`config.mk`:
```
export PLATFORM = sky130hd
export DESIGN_NAME = alu_seq
export DESIGN_NICKNAME = d
export VERILOG_FILES = /design/src/rtl/alu_seq.sv
export SDC_FILE = /design/constraint.sdc
export NUM_CORES = 1
export LEC_CHECK = 0
export ABC_AREA = 1
export CORE_MARGIN = 2
export CORE_UTILIZATION = 45
export DETAILED_ROUTE_END_ITERATION = 7
export GPL_TIMING_DRIVEN = 0
export PLACE_DENSITY = 0.75
export SETUP_SLACK_MARGIN = 0.2
export SYNTH_ARGS = -nofsm -noshare
export SYNTH_HDL_FRONTEND = slang
export SYNTH_SLANG_ARGS = --single-unit
```
`constraint.sdc`:
```
create_clock -name clk -period 4.1 [get_ports clk]
set_input_delay 0.82 -clock clk [delete_from_list [all_inputs] [get_ports clk]]
set_output_delay 0.82 -clock clk [all_outputs]
set_load 0.05 [all_outputs]
```
`src/rtl/alu_seq.sv`:
```
// Sequencer that issues ALU ops to a fixed-latency DSP-style datapath and
// collects the results in order into a credit-protected result FIFO.
`ifndef PORTAWIDTH
`define PORTAWIDTH 30
`endif
`ifndef PORTBWIDTH
`define PORTBWIDTH 18
`endif
`ifndef PORTCWIDTH
`define PORTCWIDTH 48
`endif
`ifndef PORTPWIDTH
`define PORTPWIDTH 48
`endif

module alu_seq #(
  parameter int LAT   = 4,
  parameter int DEPTH = 4
) (
  input  logic                   clk,
  input  logic                   rst,
  input  logic                   op_valid_i,
  output logic                   op_ready_o,
  input  logic [2:0]             op_i,
  input  logic [3:0]             tag_i,
  input  logic [`PORTAWIDTH-1:0] a_i,
  input  logic [`PORTBWIDTH-1:0] b_i,
  input  logic [`PORTCWIDTH-1:0] c_i,
  output logic [`PORTAWIDTH-1:0] a_o,
  output logic [`PORTBWIDTH-1:0] b_o,
  output logic [`PORTCWIDTH-1:0] c_o,
  output logic [6:0]             opmode_o,
  output logic [3:0]             alumode_o,
  output logic [4:0]             inmode_o,
  output logic                   usemult_o,
  output logic                   cea2_o,
  output logic                   ceb2_o,
  input  logic [`PORTPWIDTH-1:0] p_i,
  output logic                   res_valid_o,
  input  logic                   res_ready_i,
  output logic [`PORTPWIDTH-1:0] res_data_o,
  output logic [3:0]             res_tag_o,
  output logic                   err_o,
  output logic                   idle_o
);

  localparam int PW = (DEPTH > 1) ? $clog2(DEPTH) : 1;
  localparam int CW = $clog2(DEPTH + 1);
  localparam logic [PW-1:0] PLAST  = PW'(DEPTH - 1);
  localparam logic [CW-1:0] CDEPTH = CW'(DEPTH);

  localparam logic [2:0] OP_ADD  = 3'd0;
  localparam logic [2:0] OP_SUB  = 3'd1;
  localparam logic [2:0] OP_MUL  = 3'd2;
  localparam logic [2:0] OP_MADD = 3'd3;
  localparam logic [2:0] OP_MSUB = 3'd4;

  logic [CW-1:0] used_q;
  logic [CW-1:0] occ_q;
  logic [PW-1:0] wptr_q;
  logic [PW-1:0] rptr_q;

  logic [`PORTPWIDTH-1:0] mem_q [DEPTH];
  logic [3:0]             tmem_q [DEPTH];

  logic           iss_v_q;
  logic [3:0]     iss_tag_q;
  logic [LAT-1:0] sr_v_q;
  logic [3:0]     sr_tag_q [LAT];

  logic [`PORTAWIDTH-1:0] a_q;
  logic [`PORTBWIDTH-1:0] b_q;
  logic [`PORTCWIDTH-1:0] c_q;
  logic [6:0]             opm_q;
  logic [3:0]             alu_q;
  logic                   mul_q;
  logic                   ce_q;
  logic                   err_q;

  logic [6:0] opm_d;
  logic [3:0] alu_d;
  logic       mul_d;
  logic       legal;
  logic       accept;
  logic       iss;
  logic       pop;
  logic       cap;

  function automatic logic [PW-1:0] nxt(input logic [PW-1:0] p);
    return (p == PLAST) ? '0 : p + 1'b1;
  endfunction

  assign legal  = (op_i <= OP_MSUB);
  assign accept = op_valid_i & op_ready_o & ~rst;
  assign iss    = accept & legal;
  assign pop    = res_valid_o & res_ready_i;
  assign cap    = sr_v_q[LAT-1] & ~rst;

  always_comb begin
    opm_d = '0;
    alu_d = '0;
    mul_d = 1'b0;
    unique case (1'b1)
      (op_i == OP_ADD):  opm_d = 7'h33;
      (op_i == OP_SUB):  begin opm_d = 7'h33; alu_d = 4'h3; end
      (op_i == OP_MUL):  begin opm_d = 7'h05; mul_d = 1'b1; end
      (op_i == OP_MADD): begin opm_d = 7'h35; mul_d = 1'b1; end
      (op_i == OP_MSUB): begin
        opm_d = 7'h35;
        alu_d = 4'h3;
        mul_d = 1'b1;
      end
      default: ;
    endcase
  end

  always_ff @(posedge clk) begin
    if (rst) begin
      used_q    <= '0;
      occ_q     <= '0;
      wptr_q    <= '0;
      rptr_q    <= '0;
      iss_v_q   <= 1'b0;
      iss_tag_q <= '0;
      sr_v_q    <= '0;
      for (int i = 0; i < LAT; i++) sr_tag_q[i] <= '0;
      a_q   <= '0;
      b_q   <= '0;
      c_q   <= '0;
      opm_q <= '0;
      alu_q <= '0;
      mul_q <= 1'b0;
      ce_q  <= 1'b0;
      err_q <= 1'b0;
    end else begin
      iss_v_q   <= iss;
      iss_tag_q <= tag_i;
      err_q     <= accept & ~legal;
      a_q   <= iss ? a_i : '0;
      b_q   <= iss ? b_i : '0;
      c_q   <= iss ? c_i : '0;
      opm_q <= iss ? opm_d : '0;
      alu_q <= iss ? alu_d : '0;
      mul_q <= iss & mul_d;
      ce_q  <= iss;
      // stage i holds the op issued i+1 cycles ago
      sr_v_q[0]   <= iss_v_q;
      sr_tag_q[0] <= iss_tag_q;
      for (int i = 1; i < LAT; i++) begin
        sr_v_q[i]   <= sr_v_q[i-1];
        sr_tag_q[i] <= sr_tag_q[i-1];
      end
      if (cap) wptr_q <= nxt(wptr_q);
      if (pop) rptr_q <= nxt(rptr_q);
      if (cap & ~pop) occ_q <= occ_q + 1'b1;
      else if (~cap & pop) occ_q <= occ_q - 1'b1;
      if (iss & ~pop) used_q <= used_q + 1'b1;
      else if (~iss & pop) used_q <= used_q - 1'b1;
    end
  end

  always_ff @(posedge clk) begin
    if (cap) begin
      mem_q[wptr_q]  <= p_i;
      tmem_q[wptr_q] <= sr_tag_q[LAT-1];
    end
  end

  assign op_ready_o  = rst | (used_q < CDEPTH);
  assign idle_o      = rst | (used_q == '0);
  assign res_valid_o = ~rst & (occ_q != '0);
  assign res_data_o  = res_valid_o ? mem_q[rptr_q] : '0;
  assign res_tag_o   = res_valid_o ? tmem_q[rptr_q] : '0;
  assign err_o       = ~rst & err_q;

  assign a_o       = rst ? '0 : a_q;
  assign b_o       = rst ? '0 : b_q;
  assign c_o       = rst ? '0 : c_q;
  assign opmode_o  = rst ? '0 : opm_q;
  assign alumode_o = rst ? '0 : alu_q;
  assign inmode_o  = '0;
  assign usemult_o = ~rst & mul_q;
  assign cea2_o    = ~rst & ce_q;
  assign ceb2_o    = ~rst & ce_q;

endmodule

```
==> impl_metrics.toml, run 1 <==
[outcome]
status = "completed"

[layout]
antennaDiodeCount = 0
final_cells = 2113
final_cell_mix = "nor2_1 (443), clkdlybuf4s50_1 (276), inv_1 (242), edfxtp_1 (208), dfxtp_1 (140)"
layout_commonest_cell = "nor2_1"
fin_area_sq_mm = 0.0184
syn_to_final_growth_pct = 38.6
nets = 1866
drive_gt1_share_pct = 7.17

[critical_path]
reg2reg_depth = 6
start_kind = "register"
cp.arrival_ps = 2950
r2r_end = "mem_q[2][41]"
crit_chain = "buf_2 > clkinv_1 > clkbuf_1 > nor2_1 > o21ai_0 > a21oi_1 > clkdlybuf4s50_1"
slowest_delay_ps = 820
cpMaxStageDelayCell = "clkdlybuf4s50_1"
worstSetupPathType = "register to output pin"
required_ps = 3280
r2r_slack_ps = 2150
cp_max_fo = 10
reg2reg_from = "sr_v_q[3]"
end_kind = "output pin"

[logic_synthesis]
synth_top_cells_by_area = "edfxtp_1 (47%), dfxtp_1 (21%), nor2_1 (13%)"
yosysWarnings = 0
syn_avg_cell_area_sq_um = 9.96
synthFlopType = "edfxtp_1"
synth.largest_area_cell = "edfxtp_1"
async_flop_share_pct = 0
syn_inst = 1332
synth_edf_count = 208
seq_area_frac_synth_pct = 68.2
syn-cell-area_sq_mm = 0.0133
yosysTopAreaCellShare_pct = 47.1
synth_cell_types = 25
yosys_register_bits = 348

[global_route]
grt_pass1_vias = 9810
grt_pass1_wl_mm = 51.3
grt.overflow.total = 0
antenna_found_initial = 1
grtUsageTotal_pct = 21.3
grt_max_degree = 25

[hold_path]
holdPathStages = 2
holdPathEnd = "sr_tag_q[0][0]"
hold_class = "register to register"
min_from = "iss_tag_q[0]"

[timing]
whs_ps = 395
fmax_mhz = 265
fin_setup_tns_ps = 0
fin_worst_skew_ps = 19.5
finalHoldViolations = 0
setup_violations = 0
worstMarginPinSlew_ps = 738
fin_crit_sh_pct = 91.9
slew_headroom_pct = 50.7
fin_crit_ps = 3770
grt_setup_unrepaired = "no"
maxSlewViolCount = 0

[floorplanning]
rows = 62
ios = 326
die-area_sq_mm = 0.0309
die_x_um = 176
start_util_pct = 46.0
core_area_sq_mm = 0.0289
fp.dieH_um = 176

[pwr]
total_power_mw = 7.57
ir_worst_vdd_uv = 279
pwr_density_cell_mw_per_mm2 = 412
leakagePower_nw = 7.78

[cts]
post_cts_buffers = 0
cts_tree = "done"
cts_buffers = 37
cts.path.max_buffers = 3
clk_pin_slew_ps = 60
clock_latency_ps = 510
root_buffer = "clkbuf_16"
h-tree-depth = 2
cts.sinks = 348

[drt]
vias_per_cell = 4.69
wire_per_inst_um = 15.9
drtPass1Iterations = 5
vias = 9912
drtAntennaViolNets = 0
totalWireLength_mm = 33.6
drt_iter0_markers = 573
drc_errors = 0

[placed_design]
gp_congestion = 0.837
dp.cells = 2047
dpl_cell_area_sq_mm = 0.0171
io_buffer_count = 315
post-dp-hpwl_mm = 23.4

[run]
cap_violations = 0
per-stage QoR:
step,utilization (%),worst slack (ps)
2_1_floorplan,-,279
3_3_place_gp,58.7,-1580
3_5_place_dp,59.4,220
4_1_cts,63.4,200
5_1_grt,63.7,163
6_report,63.7,331
what timing repair did:
| item | in CTS | in global routing |
|---|---|---|
| gates resized for setup | 3 | 38 |
| endpoints found under the setup margin | 3 | 39 |
| hold buffers | 0 | 0 |
synth_stat cells (3+ instances only):
master / instances
nor2_2: 3
nand3_1: 5
ha_1: 7
buf_2: 26
nor2_4: 10
dfxtp_1: 140
nor2_1: 447
nor3_1: 3
buf_4: 14
nand2_1: 14
o21ai_0: 108
a21oi_1: 57
edfxtp_1: 208
clkbuf_1: 35
inv_1: 242
layer usage:
layer  routed length [um]  up-vias  GRT usage [%]
met5                   13        -              0
li1                     -     4868              -
met3                 3030       52           6.36
met1                12900     4621           24.7
met2                17000      369           38.7
met4                  662        2           5.20
worst max-delay path by stage:
stage | cells after the start | startpoint | end | slack, ps
2_1_floorplan | 4 | rst | mem_q[0][0] | 280
3_3_place_gp | 4 | rst | mem_q[1][29] | -1580
3_5_place_dp | 6 | rst | alumode_o[1] | 220
4_1_cts | 7 | register | res_data_o[6] | 200
5_1_grt | 7 | register | res_data_o[29] | 160
6_report | 7 | register | res_data_o[27] | 330
where the power goes:
group	switching, mW	internal, mW
clock	1.28	1.86
sequential	0.0169	3.75
combinational	0.394	0.266
total	1.69	5.88
layout make-up:
class | count | area (sq um)
Clock buffer | 53 | 1060
Timing Repair Buffer | 323 | 3430
Clock inverter | 13 | 95.1
Inverter | 246 | 925
Sequential cell | 348 | 9050
Buffer | 77 | 394
Tap cell | 384 | 480
Fill cell | 2272 | 10500
Multi-Input combinational cell | 669 | 2960
flip-flops by register name, summed over array words and instances, names as in the netlist, named ones only:
signal	count
b_q	18
alu_q	1
occ_q	3
tmem_q	16
rptr_q	2
a_q	30
ce_q	1
used_q	3
c_q	48
err_q	1
sr_v_q	4
iss_tag_q	4
mul_q	1
sr_tag_q	16
opm_q	4
wptr_q	2
mem_q	192
logic make-up after synthesis:
family	after synthesis	synth area share, %
AO/OA/AOI/OAI	168	6.39
adder cells (fa/ha/maj)	9	0.962
buffers and inverters	323	9.93
flip-flops	348	68.2
other	1	0.0283
AND/OR/NAND/NOR	483	14.5
critical path, delay by kind of cell, from the launching register on:
family          cells  cell delay [ps]
flops               1              300
simple gates        1              170
buf+inv             4             1720
compound gates      2              230
(Power assumes the default switching activity.)
==> run 2, diff against run 1 <==
Settings changed: GPL_TIMING_DRIVEN 0 to unset.
==> run 2 against run 1 <==
Effect of this change:
- via count shrank 4.7%
- non-clock buffer count down 71
- sequential share of layout area grew 1.6 points
- critical path type unchanged
- critical endpoint is now res_data_o[21]
- largest power group unchanged
- highest routed layer is now met4
==> impl_metrics.toml, run 2 (synthesis gave the netlist of run 1 again) <==
[outcome]
status = "completed"

[drt]
drt_iter0_markers = 583
vias = 9450
drtPass1Iterations = 5
drc_errors = 0
totalWireLength_mm = 30.0
drtAntennaViolNets = 0
wire_per_inst_um = 14.7
vias_per_cell = 4.63

[placed_design]
post-dp-hpwl_mm = 18.8
io_buffer_count = 316
dpl_cell_area_sq_mm = 0.0167
dp.cells = 1976
gp_congestion = 0.771

[timing]
slew_headroom_pct = 45.5
fin_setup_tns_ps = 0
fmax_mhz = 273
setup_violations = 0
worstMarginPinSlew_ps = 817
grt_setup_unrepaired = "no"
fin_crit_sh_pct = 89.3
fin_worst_skew_ps = 13.8
fin_crit_ps = 3660
finalHoldViolations = 0
maxSlewViolCount = 0

[layout]
largest-register = "mem_q"
antennaDiodeCount = 0
nFillCells = 2288
layout_commonest_cell = "nor2_1"
syn_to_final_growth_pct = 34.4
fin_area_sq_mm = 0.0178
top_regs = "mem_q x192, c_q x48, a_q x30"
nets = 1795
final_cells = 2040
final_cell_mix = "nor2_1 (443), clkdlybuf4s50_1 (310), inv_1 (242), edfxtp_1 (208), dfxtp_1 (138)"
largest_reg_flops = 192
drive_gt1_share_pct = 5.43

[critical_path]
reg2reg_from = "sr_v_q[3]"
end_kind = "output pin"
slowest_delay_ps = 830
cpMaxStageDelayCell = "clkdlybuf4s50_1"
r2r_slack_ps = 2160
start_kind = "register"
cp.arrival_ps = 2840
cp_max_fo = 88
worstSetupPathType = "register to output pin"
reg2reg_depth = 5
crit_chain = "inv_2 > buf_12 > o21ai_0 > a21oi_1 > clkdlybuf4s50_1"
required_ps = 3280
r2r_end = "mem_q[0][38]"

[hold_path]
holdPathEnd = "sr_tag_q[2][1]"
hold_class = "register to register"
holdPathStages = 2
min_from = "sr_tag_q[1][1]"

[floorplanning]
die-area_sq_mm = 0.0309
core_area_sq_mm = 0.0289
rows = 62
ios = 326
start_util_pct = 46.0
fp.dieH_um = 176
die_x_um = 176

[pwr]
pwr_density_cell_mw_per_mm2 = 419
leakagePower_nw = 6.86
ir_worst_vdd_uv = 297

[global_route]
antenna_found_initial = 0
grt_pass1_vias = 9173
grt_max_degree = 132
grt.overflow.total = 0
grtUsageTotal_pct = 19.1
grt_pass1_wl_mm = 46.8

[cts]
cts.path.max_buffers = 3
cts.sinks = 348
post_cts_buffers = 0
clock_latency_ps = 510
h-tree-depth = 2
cts_tree = "done"
root_buffer = "clkbuf_16"
cts_buffers = 37
clk_pin_slew_ps = 60

[run]
cap_violations = 0
run 2: cell types whose count changed in the layout (fill, tap and decap cells not counted), moves of 3 or more:
cell             before  now
clkinv_2              7    3
clkbuf_1             45   13
buf_16                4    0
clkdlybuf4s50_1     276  310
dlymetal6s2s_1       36    0
buf_2                26    0
dlygate4sd2_1         3    0
run 2: through the flow:
stage | total power, mW | hold WS (ps) | worst slack [ps] | util, %
after CTS | 7.55 | 393 | 348 | 61.7
after global routing | 7.74 | 412 | 271 | 61.8
after detailed placement | 4.47 | 393 | 687 | 57.9
after floorplan | 4.19 | 388 | 279 | -
final | 7.47 | 390 | 437 | 61.8
after global placement | 4.46 | 390 | 753 | 57.9
run 2: where the power goes:
part | total (mW) | leakage, nW | internal [mW] | switching (mW)
Clock | 3.07 | 0.542 | 1.82 | 1.25
Sequential | 3.77 | 3.01 | 3.75 | 0.0184
Combinational | 0.628 | 3.30 | 0.253 | 0.375
Total | 7.47 | 6.86 | 5.82 | 1.64
run 2: what timing repair did:
action,in CTS,in global routing
hold buffers,0,0
gates resized for setup,0,1
setup endpoints to repair,0,1
run 2: how the worst max path moves through the flow:
stage                   from  slack [ps]        endpoint
floorplan                rst         280     mem_q[0][0]
global placement         rst         750     res_valid_o
detailed placement       rst         690   res_data_o[0]
CTS                 register         350  res_data_o[42]
global route        register         270  res_data_o[42]
finish              register         440  res_data_o[21]
run 2: layout make-up:
cell class / instances / area [sq um] / area share [%]
clock buffers: 55 / 1040 / 5.85
clock inverters: 9 / 71.3 / 0.400
inverters: 246 / 926 / 5.19
multi-input cells: 669 / 2960 / 16.6
flip-flops and latches: 348 / 9050 / 50.8
well taps: 384 / 480 / 2.70
repair buffers: 329 / 3290 / 18.4
run 2: layer usage:
metal	vias to the layer above	routed length (um)	GRT usage, %
met5	-	0	0
met4	0	608	5.37
met3	43	3080	6.86
met2	357	14700	33.3
met1	4354	11700	22.1
li1	4696	-	-
run 2: critical path: cells and delay by family (launching register included):
| family | cells | cell delay [ps] |
|---|---|---|
| compound gates | 2 | 480 |
| flops | 1 | 410 |
| buf+inv | 3 | 1400 |
